### src/rtl/calc_pkg.sv
// calc_pkg: constants shared by the calculator datapath blocks.
// Holds the serial-unit FSM state encodings, the state width and the
// default operand width.
package calc_pkg;

   // Default operand / result width for the bit-serial arithmetic units
   localparam int DEFAULT_WIDTH = 8;

   // FSM state register width and encodings
   localparam int STATE_W = 2;

   typedef logic [STATE_W-1:0] state_t;

   localparam state_t ST_IDLE   = 2'd0;
   localparam state_t ST_SHIFT  = 2'd1;
   localparam state_t ST_NEGATE = 2'd2;
   localparam state_t ST_DONE   = 2'd3;

endpackage

### src/rtl/full_subtractor.sv
// full_subtractor: combinational one-bit subtractor cell.
// Computes d = a - b - bi for a single bit position and the borrow
// that ripples into the next more significant position.
module full_subtractor (
   input  logic a,
   input  logic b,
   input  logic bi,
   output logic d,
   output logic bo
);

   logic w_axb;

   assign w_axb = a ^ b;
   assign d     = w_axb ^ bi;
   // Borrow when a=0,b=1, or when a==b and a borrow arrives from below
   assign bo    = (~a & b) | (~w_axb & bi);

endmodule

### src/rtl/serial_subtractor.sv
// serial_subtractor: bit-serial WIDTH-bit subtractor (a - b), LSB first,
// one bit per clock, using a single full_subtractor cell and a borrow
// register. The controller pulses start in IDLE and waits for finished.
//
// Optional feature macro: SERIAL_SUB_MAG_EN
//   defined   - sign-magnitude result: when the final borrow is 1 an extra
//               NEGATE pass two's-complements the result serially, so
//               diff = |a - b| and negative = borrow_out.
//   undefined - diff is the raw wrapped result and negative = diff[MSB].
module serial_subtractor
   import calc_pkg::*;
#(
   parameter int WIDTH = DEFAULT_WIDTH
) (
   input  logic             clk,
   input  logic             rst,
   input  logic             start,
   input  logic [WIDTH-1:0] a,
   input  logic [WIDTH-1:0] b,
   output logic             busy,
   output logic             finished,
   output logic [WIDTH-1:0] diff,
   output logic             borrow_out,
   output logic             negative
);

   localparam int               CNT_W    = (WIDTH > 1) ? $clog2(WIDTH) : 1;
   localparam logic [CNT_W-1:0] CNT_LAST = CNT_W'(WIDTH - 1);

   // FSM and datapath registers
   state_t           r_state;
   logic [WIDTH-1:0] r_a_sh;
   logic [WIDTH-1:0] r_b_sh;
   logic [WIDTH-1:0] r_res;
   logic             r_borrow;
   logic [CNT_W-1:0] r_cnt;

   // Bit-cell outputs and the result register after one SHIFT step
   logic             w_d;
   logic             w_bo;
   logic [WIDTH-1:0] w_res_shift;

   full_subtractor u_cell (
      .a  (r_a_sh[0]),
      .b  (r_b_sh[0]),
      .bi (r_borrow),
      .d  (w_d),
      .bo (w_bo)
   );

   // New difference bit enters at the MSB so that after WIDTH steps the
   // first (LSB) bit has travelled down to bit 0
   assign w_res_shift = {w_d, r_res[WIDTH-1:1]};

`ifdef SERIAL_SUB_MAG_EN
   // Serial two's complement: copy bits up to and including the first 1,
   // invert every bit after it
   logic             r_seen_one;
   logic             w_neg_bit;
   logic [WIDTH-1:0] w_res_neg;

   assign w_neg_bit = r_seen_one ? ~r_res[0] : r_res[0];
   assign w_res_neg = {w_neg_bit, r_res[WIDTH-1:1]};
`else
   // The LSB of the result register is only consumed by the NEGATE pass
   logic w_unused_res_lsb;
   assign w_unused_res_lsb = r_res[0];
`endif

   // Control FSM, operand/result shift registers and registered outputs
   always_ff @(posedge clk) begin
      if (rst) begin
         r_state    <= ST_IDLE;
         r_a_sh     <= '0;
         r_b_sh     <= '0;
         r_res      <= '0;
         r_borrow   <= 1'b0;
         r_cnt      <= '0;
         busy       <= 1'b0;
         finished   <= 1'b0;
         diff       <= '0;
         borrow_out <= 1'b0;
         negative   <= 1'b0;
`ifdef SERIAL_SUB_MAG_EN
         r_seen_one <= 1'b0;
`endif
      end else begin
         finished <= 1'b0;
         case (r_state)
            ST_IDLE: begin
               if (start) begin
                  r_a_sh   <= a;
                  r_b_sh   <= b;
                  r_borrow <= 1'b0;
                  r_cnt    <= '0;
                  busy     <= 1'b1;
                  r_state  <= ST_SHIFT;
               end
            end

            ST_SHIFT: begin
               r_a_sh   <= r_a_sh >> 1;
               r_b_sh   <= r_b_sh >> 1;
               r_res    <= w_res_shift;
               r_borrow <= w_bo;
               if (r_cnt == CNT_LAST) begin
                  r_cnt <= '0;
`ifdef SERIAL_SUB_MAG_EN
                  if (w_bo) begin
                     // Negative result: convert to magnitude before DONE
                     r_seen_one <= 1'b0;
                     r_state    <= ST_NEGATE;
                  end else begin
                     r_state    <= ST_DONE;
                     finished   <= 1'b1;
                     diff       <= w_res_shift;
                     borrow_out <= 1'b0;
                     negative   <= 1'b0;
                  end
`else
                  r_state    <= ST_DONE;
                  finished   <= 1'b1;
                  diff       <= w_res_shift;
                  borrow_out <= w_bo;
                  negative   <= w_res_shift[WIDTH-1];
`endif
               end else begin
                  r_cnt <= r_cnt + CNT_W'(1);
               end
            end

`ifdef SERIAL_SUB_MAG_EN
            ST_NEGATE: begin
               r_res      <= w_res_neg;
               r_seen_one <= r_seen_one | r_res[0];
               if (r_cnt == CNT_LAST) begin
                  r_cnt      <= '0;
                  r_state    <= ST_DONE;
                  finished   <= 1'b1;
                  diff       <= w_res_neg;
                  borrow_out <= r_borrow;
                  negative   <= r_borrow;
               end else begin
                  r_cnt <= r_cnt + CNT_W'(1);
               end
            end
`endif

            ST_DONE: begin
               // start is deliberately not sampled here
               busy    <= 1'b0;
               r_state <= ST_IDLE;
            end

            default: begin
               busy    <= 1'b0;
               r_state <= ST_IDLE;
            end
         endcase
      end
   end

endmodule

### config.mk
export PLATFORM = sky130hd
export DESIGN_NAME = serial_subtractor
export DESIGN_NICKNAME = d
export VERILOG_FILES = /design/src/rtl/calc_pkg.sv /design/src/rtl/full_subtractor.sv /design/src/rtl/serial_subtractor.sv
export SDC_FILE = /design/constraint.sdc
export NUM_CORES = 1
export LEC_CHECK = 0
export ABC_AREA = 1
export BUFFER_PORTS_ARGS = -buffer_cell sky130_fd_sc_hd__buf_2
export CAP_MARGIN = 40
export CORE_MARGIN = 4
export CORE_UTILIZATION = 24
export DETAILED_ROUTE_END_ITERATION = 10
export GPL_TIMING_DRIVEN = 0
export SETUP_SLACK_MARGIN = 0.1
export SYNTH_ARGS = -nofsm -noshare
export SYNTH_HDL_FRONTEND = slang
export SYNTH_HIERARCHICAL = 1
export SYNTH_SLANG_ARGS = --single-unit
### constraint.sdc
create_clock -name clk -period 1.7 [get_ports clk]
set_input_delay 0.085 -clock clk [delete_from_list [all_inputs] [get_ports clk]]
set_output_delay 0.085 -clock clk [all_outputs]
set_load 0.01 [all_outputs]
; ---- Yosys cells after proc, flatten, opt, wreduce, memory -nomap -nowiden
; Cells that the tools add are included.
[word_totals]
register_bits = 42
elab_cells = 46
[classes]
n_addsub = 1
n_eq_ne = 4
mux = 15
bitwise = 8
reduce_logical = 7
[op_table]
columns = op, n
row1 = $pmux W8 S2, 2
row2 = $mux W8, 2
row3 = $reduce_and A2 Y1, 4
row4 = $mux W3, 2
row5 = $pmux W3 S2, 1
row6 = $mux W2, 2
row7 = $ne A2 B2 Y1 const B, 2
row8 = $pmux W1 S2, 2
row9 = $pmux W2 S2, 1
row10 = $add A3 B1 Y3 const B, 1
row11 = $eq A3 B3 Y1 const B, 1
row12 = $mux W1, 3
row13 = $not A1 Y1, 3
row14 = $and A1 B1 Y1, 2
row15 = $eq A2 B1 Y1 const B, 1
row16 = $logic_not A2 Y1, 1
row17 = $reduce_bool A2 Y1, 1
row18 = $reduce_or A2 Y1, 1
row19 = $xor A1 B1 Y1, 2
row20 = $or A1 B1 Y1, 1

; ---- Logic depth before layout (Yosys ltp)
[depth]
word_depth = 5
depth_mapped = 7

; ---- Hierarchy
; The synthesis kept the hierarchy.
[modules_own_cells]
columns = module, instances, cells_each, area_per_inst_um2, seq_area_each_um2
row1 = serial_subtractor, 1, 251, 1760.4, 800.8
row2 = full_subtractor, 1, 4, 31.3, 0.0

; ---- Worst setup path before layout
; OpenSTA, ideal clock, no wires.
[synth_path]
path_type = reg-to-reg
startpoint = register r_cnt[0]
endpoint = register borrow_out
setup_time_ps = 113
t_arrival_ps = 1102
path_slack_ps = 485
stages_incl_launch_ff = 7
path_buffers = 0
period_less_slack_ps = 1215
path_cell_list = dfxtp_1 ha_1 ha_1 nand3_1 clkinv_1 nand2_1 nand2_1
[synth_via]
elab_chain_cells = 2
[synth_rtl]
columns = item, line_no
row1 = from (decl), serial_subtractor.sv:36  ; logic [CNT_W-1:0] r_cnt;
row2 = from (signal assigned), serial_subtractor.sv:128  ; r_cnt <= r_cnt + CNT_W'(1);
row3 = $eq A3 B3 Y1, serial_subtractor.sv:106  ; if (r_cnt == CNT_LAST) begin
row4 = $reduce_and A2 Y1 (no source line), n/a
row5 = to (signal assigned), serial_subtractor.sv:124  ; borrow_out <= w_bo;
row6 = to (decl), serial_subtractor.sv:23  ; output logic borrow_out,
; Every way passes these cells.
; A chain may end at the register's enable or synchronous reset.

; ---- Worst setup path after layout
[layout_path]
startpoint = register r_cnt[0]
endpoint = register diff[6]
[layout_via]
elab_chain_cells = 2
[layout_rtl]
columns = item, line_no
row1 = $eq A3 B3 Y1, serial_subtractor.sv:106
row2 = $reduce_and A2 Y1 (no source line), n/a
row3 = to (signal assigned), serial_subtractor.sv:123  ; diff <= w_res_shift;
row4 = to (decl), serial_subtractor.sv:22  ; output logic [WIDTH-1:0] diff,
; Every way passes these cells.

==> flow_summary_export.csv <==
group,metric,value,unit
logic_synthesis,synthXorXnorAreaFrac,0,
logic_synthesis,synthTopCellsByArea,"dfxtp_1 45%, nand2_1 17%, inv_1 7.8%",
setup_path,slowest_delay,0.34,ns
logic_synthesis,synthSimpleGateAreaFrac,0.2940,
logic_synthesis,synth_enable_flop_cells,0,
clocking,cts_sinks,40,
logic_synthesis,async_reset_ff_frac,0,
route,dr.pass1.iters,4,
setup_path,startpoint_type,"flop",
clocking,cts_hold_buffers,0,
logic_synthesis,yosysWarnings,6,
placement,place_ws,0.2966,ns
global_routing,antenna_found_initial,0,
setup_path,cp.arrival,1.58,ns
sta,slew_headroom,0.7774,
cells_and_area,stdcell_count,391,
sta,min_period,1.398,ns
logic_synthesis,avgSynthCellArea,7.026,um2
setup_path,path_cells,"ha_1 -> ha_1 -> nand3_1 -> clkinv_1 -> nand2_1 -> nand2_1",
flow_run,max-cap-violations,0,
die,io_pins,31,
clocking,post_cts_resize_count,0,
cells_and_area,n_fill_cell,818,
logic_synthesis,synth_common_cells,"80 x nand2_1, 40 x dfxtp_1, 37 x inv_1",
sta,final.setup.tns,0,ns
sta,hold_viol,0,
route,wirelength,3.849,mm
logic_synthesis,syn_area,1792,um2
die,die_h,94.41,um
die,design.core.area,7253,um2
pwr,power.share.clock,0.378,
logic_synthesis,synth-seq-cells,40,
sta,holdWs,0.02475,ns
global_routing,grt_overflow,0,
placement,numPlacedInstances,383,
route,vias_per_cell,4.026,
pwr,pwr-share-comb,0.128,
logic_synthesis,synth_top_cell_by_area,"dfxtp_1",
logic_synthesis,yosys_most_used_dff,"dfxtp_1",
placement,hpwl,2.829,mm
cells_and_area,finish.instance_area,2172,um2
global_routing,grt_max_degree,14,
setup_path,path_max_fanout,8,
setup_path,path_class,"flop to flop",
sta,setup_viol,0,
pwr,ir_drop,0.0004320,V
logic_synthesis,seq_area_frac_synth,0.4469,
placement,place_area,2061,um2
route,drc,0,
placement,globalplace.congestion,0.7333,
logic_synthesis,synth-adder-area-share,0.02514,
sta,min_period_over_period,0.8225,
cells_and_area,antennaDiodeCount,0,
clocking,cts_tree,"built",
logic_synthesis,muxShareOfSynthArea,0,
die,floorplan.rows,31,
sta,rsz0062_at_grt,"no",
worst_hold_path,hold_class,"input port to flop",
setup_path,crit_family,"adder cells",
pwr,p_sw,520.8,uW
route,drt_iter0_drc,39,
die,dieArea,8912,um2
setup_path,crit_slowest_cell,"dfxtp_1",
cells_and_area,regArea,800.8,um2
clocking,htree_levels,2,
pwr,seqPwrFrac,0.494,
logic_synthesis,synth_compound_area_frac,0.09497,
sta,tightest_slew,0.3331,ns
pwr,p_per_area,945.1,nW/um2
cells_and_area,fin_util,0.2995,
setup_path,crit_buf_inv,1,
sta,maxSlewViolCount,0,
route,ant_nets,0,
setup_path,critPathCaptureType,"flop",
clocking,post_cts_buffers,0,
logic_synthesis,yosysMostFrequentCell,"nand2_1",
setup_path,worstPathRequired,1.89,ns
route,post_drt_wl_per_cell,9.844,um
clocking,numCtsBuffers,5,
pwr,p_total,2.053,mW
logic_synthesis,synth_top_family_by_area,"simple AND/OR/NAND/NOR gates",
sta,setup_ws,0.3017,ns
global_routing,grt_pass1_wl,6.734,mm
sta,finClkSkew,0.004818,ns
global_routing,grt.total_usage,0.09490,
cells_and_area,nNetsFinal,313,
die,start_util,0.2470,
cells_and_area,area_growth,21.23,%
logic_synthesis,syn_inst,255,
sta,fmax,715.2,MHz
logic_synthesis,yosys.area.top_type_share,0.4469,
status,status,"completed",
pwr,cellInternalPower,1.532,mW
clocking,path_clk_slew,0.08,ns
route,vias,1574,
placement,portBuffers,29,
logic_synthesis,synthDistinctLibCells,19,
pwr,leakage,1.102,nW
clocking,root_buffer,"clkbuf_8",
global_routing,grt_pass1_vias,1508,
clocking,insertion_delay,0.29,ns
cells_and_area,layout-drive-gt1-share,0.2055,
clocking,clockBufferDepth,2,
die,die_width,94.41,um
logic_synthesis,synth_fp_nets,277,
pwr,sw_frac_of_total,0.2537,
cells_and_area,multi_input_area,742.0,um2
## cells in the final DEF, fill, tap and decap left out, types with 2 or more instances in the layout
master     n
nand2_2    4
ha_1       2
dfxtp_1   40
clkbuf_8   5
nand2_1   80
nand3_1   14
a21oi_1   17
o21ai_0    7
a21oi_2    3
buf_4      5
inv_1     37
buf_6      4
nor2_1    32
buf_2     33
## power groups by stage
stage	sequential, mW	clock [mW]	combinational (mW)
finish	1.01	0.776	0.263
CTS	1.01	0.800	0.268
detailed placement	1.04	0	0.266
floorplan	1.03	0	0.199
global route	1.02	0.843	0.309
global placement	1.04	0	0.261
## state kept, by name (all words and copies together), names as in the netlist
signal / flops
borrow_out: 1
busy: 1
diff: 8
finished: 1
r_a_sh: 8
r_b_sh: 8
r_borrow: 1
r_cnt: 3
r_res: 7
r_state: 2
## kinds of logic (layout without fill, tap and decap cells)
family | Yosys count | count (layout)
fa+ha+maj | 3 | 3
compound gates | 29 | 29
buf+inv | 52 | 89
flops | 40 | 40
simple gates | 131 | 131
## routing by layer
layer,part of all wire,track usage,vias up
li1,-,-,834
met1,0.49,0.1215,711
met2,0.45,0.1548,27
met3,0.057,0.03187,2
met4,0.0047,0.02166,0
met5,0,0,-
## final timing paths
path	from	end	slack, ns	depth (start not counted)
hold / removal	rst	r_cnt[1]	0.02	2
hold reg to reg	r_res[5]	diff[4]	0.47	2
setup / recovery	r_cnt[0]	diff[6]	0.30	6
setup reg to reg	r_cnt[0]	diff[6]	0.30	6
## final cells by class
class	count	area share
buffer	13	0.04723
clock inverter	3	0.01959
timing repair buffer	29	0.06682
tap	99	0.05703
sequential	40	0.3687
clock buffer	5	0.03168
multi-input combinational	163	0.3416
inverter	39	0.06740
(Power assumes the default switching activity.)
